### config.mk
export PLATFORM = sky130hd
export DESIGN_NAME = pc_unit_flat
export DESIGN_NICKNAME = d
export VERILOG_FILES = /design/src/rtl/pc_pkg.sv /design/src/rtl/pc_unit_if.sv /design/src/rtl/pc_ras.sv /design/src/rtl/pc_unit.sv /design/src/flat_wrapper.sv
export SDC_FILE = /design/constraint.sdc
export NUM_CORES = 1
export LEC_CHECK = 0
export CORE_ASPECT_RATIO = 1.4
export CORE_MARGIN = 1
export CORE_UTILIZATION = 57
export DETAILED_ROUTE_END_ITERATION = 7
export PLACE_DENSITY = 0.81
export REMOVE_ABC_BUFFERS = 1
export SYNTH_ARGS = -nofsm -noshare
export SYNTH_HDL_FRONTEND = slang
export SYNTH_SLANG_ARGS = --single-unit
### constraint.sdc
create_clock -name clk -period 3.1 [get_ports clk]
set_input_delay 0.775 -clock clk [delete_from_list [all_inputs] [get_ports clk]]
set_output_delay 0.775 -clock clk [all_outputs]
set_load 0.1 [all_outputs]
### src/rtl/pc_pkg.sv
// Shared types, default constants and helpers for the program-counter unit.
// Optional build macro used by this slice: PC_ALIGN_CHECK_EN.
package pc_pkg;

  typedef enum logic [1:0] {
    PC_SEL_INC,
    PC_SEL_BR,
    PC_SEL_RET,
    PC_SEL_TRAP
  } pc_sel_e;

  localparam int unsigned DEF_WIDTH     = 32;
  localparam int unsigned DEF_STEP      = 4;
  localparam int unsigned DEF_RAS_DEPTH = 4;
  localparam logic [31:0] DEF_RESET_VEC = 32'h0000_0000;
  localparam logic [31:0] DEF_TRAP_VEC  = 32'h0000_0100;

  // Ceiling log2; clog2(1) = 0.
  function automatic int unsigned clog2(input int unsigned value);
    int unsigned r;
    r = 0;
    for (int unsigned i = 0; i < 32; i++) begin
      if ((32'd1 << i) < value) r = i + 1;
    end
    return r;
  endfunction

endpackage

### src/rtl/pc_unit_if.sv
// Control/status bundle between the fetch controller and the PC unit.
// PC_ALIGN_CHECK_EN adds the misalign status signal.
interface pc_unit_if
  import pc_pkg::*;
#(
  parameter int unsigned WIDTH = DEF_WIDTH
);
  logic             enable;
  logic             branch_taken;
  logic             call;
  logic             ret;
  logic             trap;
  logic [WIDTH-1:0] branch_target;
  logic [WIDTH-1:0] pc;
  logic             ras_empty;
  logic             ras_full;
  logic             ras_overflow;
  logic             ras_underflow;
`ifdef PC_ALIGN_CHECK_EN
  logic             misalign;

  modport master (
    output enable, branch_taken, call, ret, trap, branch_target,
    input  pc, ras_empty, ras_full, ras_overflow, ras_underflow, misalign
  );
  modport slave (
    input  enable, branch_taken, call, ret, trap, branch_target,
    output pc, ras_empty, ras_full, ras_overflow, ras_underflow, misalign
  );
`else
  modport master (
    output enable, branch_taken, call, ret, trap, branch_target,
    input  pc, ras_empty, ras_full, ras_overflow, ras_underflow
  );
  modport slave (
    input  enable, branch_taken, call, ret, trap, branch_target,
    output pc, ras_empty, ras_full, ras_overflow, ras_underflow
  );
`endif
endinterface

### src/rtl/pc_ras.sv
// Return-address stack: circular buffer addressed by a top pointer plus an
// entry count. A push when full overwrites the oldest entry and sets the
// sticky overflow flag; a pop when empty is ignored.
module pc_ras
  import pc_pkg::*;
#(
  parameter int unsigned WIDTH     = DEF_WIDTH,
  parameter int unsigned RAS_DEPTH = DEF_RAS_DEPTH
) (
  input  logic             clk,
  input  logic             rst,
  input  logic             push,
  input  logic             pop,
  input  logic [WIDTH-1:0] push_data,
  output logic [WIDTH-1:0] top,
  output logic             empty,
  output logic             full,
  output logic             overflow
);
  localparam int unsigned      PTR_W   = clog2(RAS_DEPTH);
  localparam int unsigned      CNT_W   = PTR_W + 1;
  localparam logic [CNT_W-1:0] CNT_MAX = CNT_W'(RAS_DEPTH);

  logic [WIDTH-1:0] mem [RAS_DEPTH];
  logic [PTR_W-1:0] ptr;
  logic [PTR_W-1:0] ptr_inc;
  logic [CNT_W-1:0] count;

  assign ptr_inc = ptr + PTR_W'(1);
  assign top     = mem[ptr];
  assign empty   = (count == '0);
  assign full    = (count == CNT_MAX);

  // Pointer, occupancy and sticky overflow tracking.
  always_ff @(posedge clk or negedge rst) begin
    if (!rst) begin
      ptr      <= '0;
      count    <= '0;
      overflow <= 1'b0;
    end else if (push) begin
      ptr <= ptr_inc;
      if (full) overflow <= 1'b1;
      else      count    <= count + CNT_W'(1);
    end else if (pop && !empty) begin
      ptr   <= ptr - PTR_W'(1);
      count <= count - CNT_W'(1);
    end
  end

  // Entry storage; contents are unreachable after reset since count is 0.
  always_ff @(posedge clk) begin
    if (push) mem[ptr_inc] <= push_data;
  end

endmodule

### src/rtl/pc_unit.sv
// Program-counter unit at the head of fetch: selects the next PC from
// increment, branch/call target, RAS pop or trap vector each cycle.
// Build macro PC_ALIGN_CHECK_EN: misaligned branch/call targets trap and
// pulse misalign instead of being silently masked.
module pc_unit
  import pc_pkg::*;
#(
  parameter int unsigned      WIDTH     = DEF_WIDTH,
  parameter int unsigned      STEP      = DEF_STEP,
  parameter logic [WIDTH-1:0] RESET_VEC = WIDTH'(DEF_RESET_VEC),
  parameter logic [WIDTH-1:0] TRAP_VEC  = WIDTH'(DEF_TRAP_VEC),
  parameter int unsigned      RAS_DEPTH = DEF_RAS_DEPTH
) (
  input logic       clk,
  input logic       rst,
  pc_unit_if.slave  bus
);
  localparam logic [WIDTH-1:0] STEP_V   = WIDTH'(STEP);
  localparam logic [WIDTH-1:0] LOW_MASK = WIDTH'((32'd1 << clog2(STEP)) - 32'd1);

  pc_sel_e          sel;
  logic             push;
  logic             pop;
  logic             underflow_next;
  logic             misalign_next;
  logic [WIDTH-1:0] pc_q;
  logic [WIDTH-1:0] pc_inc;
  logic [WIDTH-1:0] pc_next;
  logic [WIDTH-1:0] target;
  logic [WIDTH-1:0] ret_addr;
  logic [WIDTH-1:0] ras_top;
  logic             ras_empty;
  logic             ras_full;
  logic             ras_overflow;
  logic             underflow_q;
  logic             misalign_q;

  assign pc_inc = pc_q + STEP_V;
  assign target = bus.branch_target & ~LOW_MASK;
`ifdef PC_ALIGN_CHECK_EN
  logic target_bad;
  assign target_bad = |(bus.branch_target & LOW_MASK);
  assign ret_addr   = ras_top;
`else
  assign ret_addr   = ras_top & ~LOW_MASK;
`endif

  pc_ras #(
    .WIDTH    (WIDTH),
    .RAS_DEPTH(RAS_DEPTH)
  ) u_ras (
    .clk      (clk),
    .rst      (rst),
    .push     (push),
    .pop      (pop),
    .push_data(pc_inc),
    .top      (ras_top),
    .empty    (ras_empty),
    .full     (ras_full),
    .overflow (ras_overflow)
  );

  // Priority decode: trap > ret > call > branch > increment.
  // A ret on an empty stack falls through to increment and flags underflow.
  always_comb begin
    sel            = PC_SEL_INC;
    push           = 1'b0;
    pop            = 1'b0;
    underflow_next = 1'b0;
    misalign_next  = 1'b0;
    if (bus.trap) begin
      sel = PC_SEL_TRAP;
    end else if (bus.enable) begin
      if (bus.ret) begin
        if (ras_empty) begin
          underflow_next = 1'b1;
        end else begin
          sel = PC_SEL_RET;
          pop = 1'b1;
        end
      end else if (bus.call || bus.branch_taken) begin
`ifdef PC_ALIGN_CHECK_EN
        if (target_bad) begin
          sel           = PC_SEL_TRAP;
          misalign_next = 1'b1;
        end else begin
          sel  = PC_SEL_BR;
          push = bus.call;
        end
`else
        sel  = PC_SEL_BR;
        push = bus.call;
`endif
      end
    end
  end

  // Next-PC multiplexer.
  always_comb begin
    pc_next = pc_inc;
    unique case (sel)
      PC_SEL_INC:  pc_next = pc_inc;
      PC_SEL_BR:   pc_next = target;
      PC_SEL_RET:  pc_next = ret_addr;
      PC_SEL_TRAP: pc_next = TRAP_VEC;
      default:     pc_next = pc_inc;
    endcase
  end

  // PC register and one-cycle status pulses; stall holds pc unless trapping.
  always_ff @(posedge clk or negedge rst) begin
    if (!rst) begin
      pc_q        <= RESET_VEC;
      underflow_q <= 1'b0;
      misalign_q  <= 1'b0;
    end else begin
      if (bus.trap || bus.enable) pc_q <= pc_next;
      underflow_q <= underflow_next;
      misalign_q  <= misalign_next;
    end
  end

  assign bus.pc            = pc_q;
  assign bus.ras_empty     = ras_empty;
  assign bus.ras_full      = ras_full;
  assign bus.ras_overflow  = ras_overflow;
  assign bus.ras_underflow = underflow_q;
`ifdef PC_ALIGN_CHECK_EN
  assign bus.misalign      = misalign_q;
`else
  logic unused_misalign;
  assign unused_misalign = misalign_q;
`endif

endmodule
### src/flat_wrapper.sv
// flat-port wrapper written by rule: the top's interface ports become plain ports
module pc_unit_flat import pc_pkg::*;
#(
  parameter int unsigned      WIDTH     = DEF_WIDTH,
  parameter int unsigned      STEP      = DEF_STEP,
  parameter logic [WIDTH-1:0] RESET_VEC = WIDTH'(DEF_RESET_VEC),
  parameter logic [WIDTH-1:0] TRAP_VEC  = WIDTH'(DEF_TRAP_VEC),
  parameter int unsigned      RAS_DEPTH = DEF_RAS_DEPTH
)
  (clk, rst, bus_enable, bus_branch_taken, bus_call, bus_ret, bus_trap, bus_branch_target, bus_pc, bus_ras_empty, bus_ras_full, bus_ras_overflow, bus_ras_underflow);
  pc_unit_if #(.WIDTH(WIDTH)) bus_i ();
  input logic clk;
  input logic rst;
  input wire logic [$bits(bus_i.enable)-1:0] bus_enable;
  input wire logic [$bits(bus_i.branch_taken)-1:0] bus_branch_taken;
  input wire logic [$bits(bus_i.call)-1:0] bus_call;
  input wire logic [$bits(bus_i.ret)-1:0] bus_ret;
  input wire logic [$bits(bus_i.trap)-1:0] bus_trap;
  input wire logic [$bits(bus_i.branch_target)-1:0] bus_branch_target;
  output wire logic [$bits(bus_i.pc)-1:0] bus_pc;
  output wire logic [$bits(bus_i.ras_empty)-1:0] bus_ras_empty;
  output wire logic [$bits(bus_i.ras_full)-1:0] bus_ras_full;
  output wire logic [$bits(bus_i.ras_overflow)-1:0] bus_ras_overflow;
  output wire logic [$bits(bus_i.ras_underflow)-1:0] bus_ras_underflow;
  assign bus_i.enable = bus_enable;
  assign bus_i.branch_taken = bus_branch_taken;
  assign bus_i.call = bus_call;
  assign bus_i.ret = bus_ret;
  assign bus_i.trap = bus_trap;
  assign bus_i.branch_target = bus_branch_target;
  assign bus_pc = bus_i.pc;
  assign bus_ras_empty = bus_i.ras_empty;
  assign bus_ras_full = bus_i.ras_full;
  assign bus_ras_overflow = bus_i.ras_overflow;
  assign bus_ras_underflow = bus_i.ras_underflow;
  pc_unit #(.WIDTH(WIDTH), .STEP(STEP), .RESET_VEC(RESET_VEC), .TRAP_VEC(TRAP_VEC), .RAS_DEPTH(RAS_DEPTH)) u_core (.clk(clk), .rst(rst), .bus(bus_i));
endmodule
# Word level (Yosys, flattened, before mapping)
# Memory sizes are Yosys's and may differ from the RTL's.
# Cells that the tools add are included.
# W data, S select, Z words.
[word_totals] input_bits=39 ramBits=128 latchBits=0 memories=1 mem_bits_ro=0 output_inout_bits=36 regBits=39 word_cells=50
[classes] n_shift=0 mul=0 bitwise_logic=0 reduce_logical=9 mux=25 n_lt_le_gt_ge=0 div_mod_pow=0 n_eq_ne=5 n_addsub=5
[memory_table] name="u_core.u_ras.mem" depth=4 word_bits=32 rd=1 rd_clocked_by_memory_dff=0 write_ports=1 line="pc_ras.sv:24" source="logic [WIDTH-1:0] mem [RAS_DEPTH];"
[ops] cell="$pmux W32 S4" n=1
[ops] cell="$add A32 B3 Y32 const B" n=1
[ops] cell="$mux W1" n=15
[ops] cell="$mux W2" n=6
[ops] cell="$mux W3" n=3
[ops] cell="$eq A2 B2 Y1 const B" n=2
[ops] cell="$reduce_and A2 Y1" n=2
[ops] cell="$add A3 B1 Y3 const B" n=1
[ops] cell="$eq A3 B3 Y1 const B" n=1
[ops] cell="$logic_not A3 Y1" n=1
[ops] cell="$sub A3 B1 Y3 const B" n=1
[ops] cell="$add A2 B1 Y2 const B" n=1
[ops] cell="$eq A2 B1 Y1 const B" n=1
[ops] cell="$logic_not A2 Y1" n=1
[ops] cell="$logic_or A1 B1 Y1" n=2
[ops] cell="$ne A2 B2 Y1 const B" n=1
[ops] cell="$reduce_bool A2 Y1" n=1
[ops] cell="$sub A2 B1 Y2 const B" n=1
[ops] cell="$logic_and A1 B1 Y1" n=1
[ops] cell="$logic_not A1 Y1" n=1

# Depth between registers and ports, before layout
[depth] depth_word=8 mapped_depth=8 mapped_depth_nobuf=7

# Hierarchy
# From an unflattened synthesis, not the netlist that was laid out.
[unflattened] cells_unflattened=529 area_unflattened_um2=7744.9
[modules_own_cells] module="pc_ras" seq_area_each_um2=3993.8 cells_each=213 instances=1 area_each_um2=5097.4
[modules_own_cells] module="pc_unit" seq_area_each_um2=775.7 cells_each=316 instances=1 area_each_um2=2647.5

# Worst setup path after synthesis
# No wires, ideal clock.
[synth_path] kind="flip-flop to output port" startpoint="reg u_core.u_ras.count[0]" endpoint="out bus_ras_full" slack_ns=-0.639 path_buffers=1 required_ns=2.325 t_arrival_ns=2.964 path_stages_with_launch=3 path_cell_list="dfrtp_1 clkbuf_1 nor3b_1"
[synth_via] elab_chain_len=1
[synth_lines] item="from (decl)" line="pc_ras.sv:27" source="logic [CNT_W-1:0] count;"
[synth_lines] item="from (signal assigned)" line="pc_ras.sv:43" source="else count <= count + CNT_W'(1);"
[synth_lines] item="from (signal assigned)" line="pc_ras.sv:46" source="count <= count - CNT_W'(1);"
[synth_lines] item="$eq A3 B3 Y1" line="pc_ras.sv:32" source="assign full = (count == CNT_MAX);"
[synth_lines] item="to (decl)" line="flat_wrapper.sv:22" source="output wire logic [$bits(bus_i.ras_full)-1:0] bus_ras_full;"
# No other way between the ends.

# Worst setup path after layout
[layout_path] startpoint="in bus_enable" endpoint="reg u_core.pc_q[23] (netlist: u_core.bus.pc[23])"
[layout_via] elab_chain_len=4 word_cells_on_any_way=8 cone_classes="eq/ne (3); mux (3); reduce/logical (2)"
[layout_lines] item="from (decl)" line="flat_wrapper.sv:14" source="input wire logic [$bits(bus_i.enable)-1:0] bus_enable;"
[layout_lines] item="$mux W2" line="pc_unit.sv:73" source="end else if (bus.enable) begin"
[layout_lines] item="$mux W2" line="pc_unit.sv:71" source="if (bus.trap) begin"
[layout_lines] item="$eq A2 B2 Y1, or another cell as far along" line="pc_unit.sv:101" source="unique case (sel)"
[layout_lines] item="$pmux W32 S4" line="pc_unit.sv:101"
[layout_lines] item="to (signal assigned)" line="pc_unit.sv:117" source="if (bus.trap || bus.enable) pc_q <= pc_next;"
[layout_lines] item="to (decl)" line="pc_unit.sv:26" source="logic [WIDTH-1:0] pc_q;"
# Parallel ways exist; a longest one is shown, timed or not.
# A chain may end at the register's enable or synchronous reset.

==> flow_metrics.tcl <==
set metrics [dict create \
    status "complete, no violations" \
    drtIter0Drc 485 \
    cts_hold_buffers 0 \
    synth-seq-cells 157 \
    overflow 0 \
    core_area_um2 12400 \
    grt_usage_pct 29.3 \
    netlist_instances 505 \
    rsz0062_at_grt "false" \
    place_congestion 0.877 \
    fin_setup_tns_ns 0 \
    crit_arrival_ns 2.97 \
    cap_viol_max_count 0 \
    cts_buffers 17 \
    synth_cell_types 66 \
    synthToLayoutAreaGrowth_pct 20.8 \
    power_density_nw_per_um2 787 \
    htreeDepth 4 \
    grt_pass1_wl_um 28800 \
    slew_headroom_pct 36.8 \
    cts_tree "built" \
    clkLatencyLatePin_ns 0.42 \
    ys_seq_area_share_pct 62.3 \
    cts_root_buf "clkbuf_16" \
    whs_ns 0.457 \
    cts_buffer_depth 2 \
    use_met1_pct 34.5 \
    nets 636 \
    synthArstFlopShare_pct 23.6 \
    use_met3_pct 5.42 \
    pin_count 75 \
    multi_input_area_um2 2520 \
    fin_crit_ns 2.65 \
    fin_crit_sh_pct 85.4 \
    final_util_pct 71.0 \
    drc 0 \
    critPathLaunchType "primary input" \
    syn_area_um2 7270 \
    die_w_um 97.4 \
    drive_above_1_share_pct 23.2 \
    vias_per_cell 6.80 \
    path_clk_slew_ns 0.06 \
    drt-pass1-iter-count 6 \
    required_ns 3.42 \
    vias 5127 \
    dieArea_um2 13200 \
    ir_worst_vdd_uv 463 \
    wl_per_cell_um 24.3 \
    worstSetupPathType "in2reg" \
    antenna_left 0 \
    hold_path.class "reg2reg" \
    die_y_um 136 \
    synth_edf_count 120 \
    ys_warn_count 0 \
    drv_slew 0 \
    final_common_cell "edfxtp_1" \
    p_leak_nw 3.16 \
    cts-resized-gates 0 \
    ff2ff_setup_slack_ns 0.59 \
    critPathMaxFanout 14 \
    cp-end-kind "register" \
    setup_viol 0 \
    grt_max_degree 38 \
    synth_ff_type "edfxtp_1" \
    wirelength_um 18300 \
    most-common-layout-cells "edfxtp_1 (120), buf_4 (56), dfrtp_1 (36)" \
    register_area_um2 4530 \
    hold_viol 0 \
    dp_hpwl_um 11400 \
    syn_avg_cell_area_um2 14.4 \
    worst_pin_slew_ns 0.947 \
    antenna_found_initial 0 \
    io_buffers 70 \
    cts_setup_buffers 0 \
    diodes 0 \
    max_freq_mhz 378 \
    clock_skew_ns 0.00538 \
    grtUsageMet2_pct 50.6 \
    cts_sinks 157 \
    rows 48 \
    nFillCells 797 \
    grt_pass1_vias 5246 \
    gr-max-usage-layer "met2" \
    start_util_pct 58.7 \
]
[synth_stat cells, types with 4 or more instances]
master     number  area, um2
a21oi_1        23        115
a221o_1         5       50.1
a221oi_1       11       96.3
a2bb2oi_1       5       43.8
a31oi_1         4       25.0
and2_1          5       31.3
and3_1          5       31.3
buf_2          13       65.1
buf_4           4       30.0
clkbuf_1       12       45.0
dfrtp_1        37        926
edfxtp_1      120       3600
ha_1            5       62.6
inv_1          19       71.3
mux4_2         30        676
nand2_1        18       67.6
nand3_1        19       95.1
nand4_1        10       62.6
nor2_1         27        101
nor3_1          9       45.0
o21ai_0        18       90.1
o21ai_1         7       35.0
o22ai_1         4       25.0
or4_1           4       30.0
xnor2_1        22        193
xor2_1         10       87.6
[routing by layer]
metal | vias up | part of all wire [%]
met2 | 316 | 52
met3 | 90 | 7.3
li1 | 2156 | -
met4 | 0 | 5.0
met5 | - | 0
met1 | 2565 | 36
[kinds of logic (layout without fill, tap and decap cells)]
group	count (synthesis)	in the layout	share of synthesized area [%]
flip-flops	157	157	62.3
AND/OR/NAND/NOR	117	117	9.13
AO/OA/AOI/OAI	108	108	10.6
buffers and inverters	51	149	3.17
multiplexers	33	33	9.73
XOR/XNOR	32	32	3.86
adder cells (fa/ha/maj)	6	6	1.14
other	1	2	0.0516
[state kept, by name, indices dropped and copies added (netlist names)]
signal                    cells
u_core.u_ras.count            3
u_core.u_ras.overflow         1
u_core.bus.pc                30
u_core.bus.ras_underflow      1
u_core.u_ras.ptr              2
u_core.u_ras.mem            120
[stage by stage]
step	cells	power (mW)	setup slack, ns	cell area [um2]
finish	754	6.91	0.452	8780
global route	754	7.15	0.352	8780
CTS	754	6.92	0.520	8780
detailed placement	722	4.85	0.123	8190
global placement	722	4.77	0.250	8190
floorplan	475	4.25	-0.542	7120
[final timing paths]
kind	start	endpoint	cells past startpoint
worst max-delay path	bus_enable	u_core.bus.pc[23]$_DFFE_PN0P_	8
worst min-delay path	u_core.u_ras.overflow$_DFFE_PN0P_	u_core.u_ras.overflow$_DFFE_PN0P_	1
worst max register to register	u_core.bus.pc[2]$_DFFE_PN0P_	u_core.u_ras.mem[0][30]$_DFFE_PP_	7
worst min register to register	u_core.u_ras.overflow$_DFFE_PN0P_	u_core.u_ras.overflow$_DFFE_PN0P_	1
max in group asynchronous	rst	u_core.u_ras.ptr[0]$_DFFE_PN0P_	1
min in group asynchronous	rst	u_core.bus.pc[3]$_DFFE_PN0P_	1
[final cells by class]
| type | count | area share (%) |
|---|---|---|
| Tap cell | 150 | 2.14 |
| Clock buffer | 20 | 5.09 |
| Inverter | 20 | 0.855 |
| Clock inverter | 12 | 1.65 |
| Sequential cell | 157 | 51.6 |
| Timing Repair Buffer | 97 | 9.98 |
| Multi-Input combinational cell | 298 | 28.7 |
[critical path: stages]
cell             delay [ns]
clkdlybuf4s50_1        0.61
inv_2                  0.14
buf_4                  0.19
nor4_2                 0.27
buf_4                  0.30
a221oi_1               0.18
a21oi_1                0.25
a2bb2oi_1              0.24
[power by group]
part           total (mW)  internal, mW  leakage, nW  switching (mW)
Sequential           2.70          2.49         1.57           0.216
Combinational        2.12         0.769         1.31            1.35
Clock                2.09          1.28        0.283           0.806
Power figures use the tool's default switching activity.
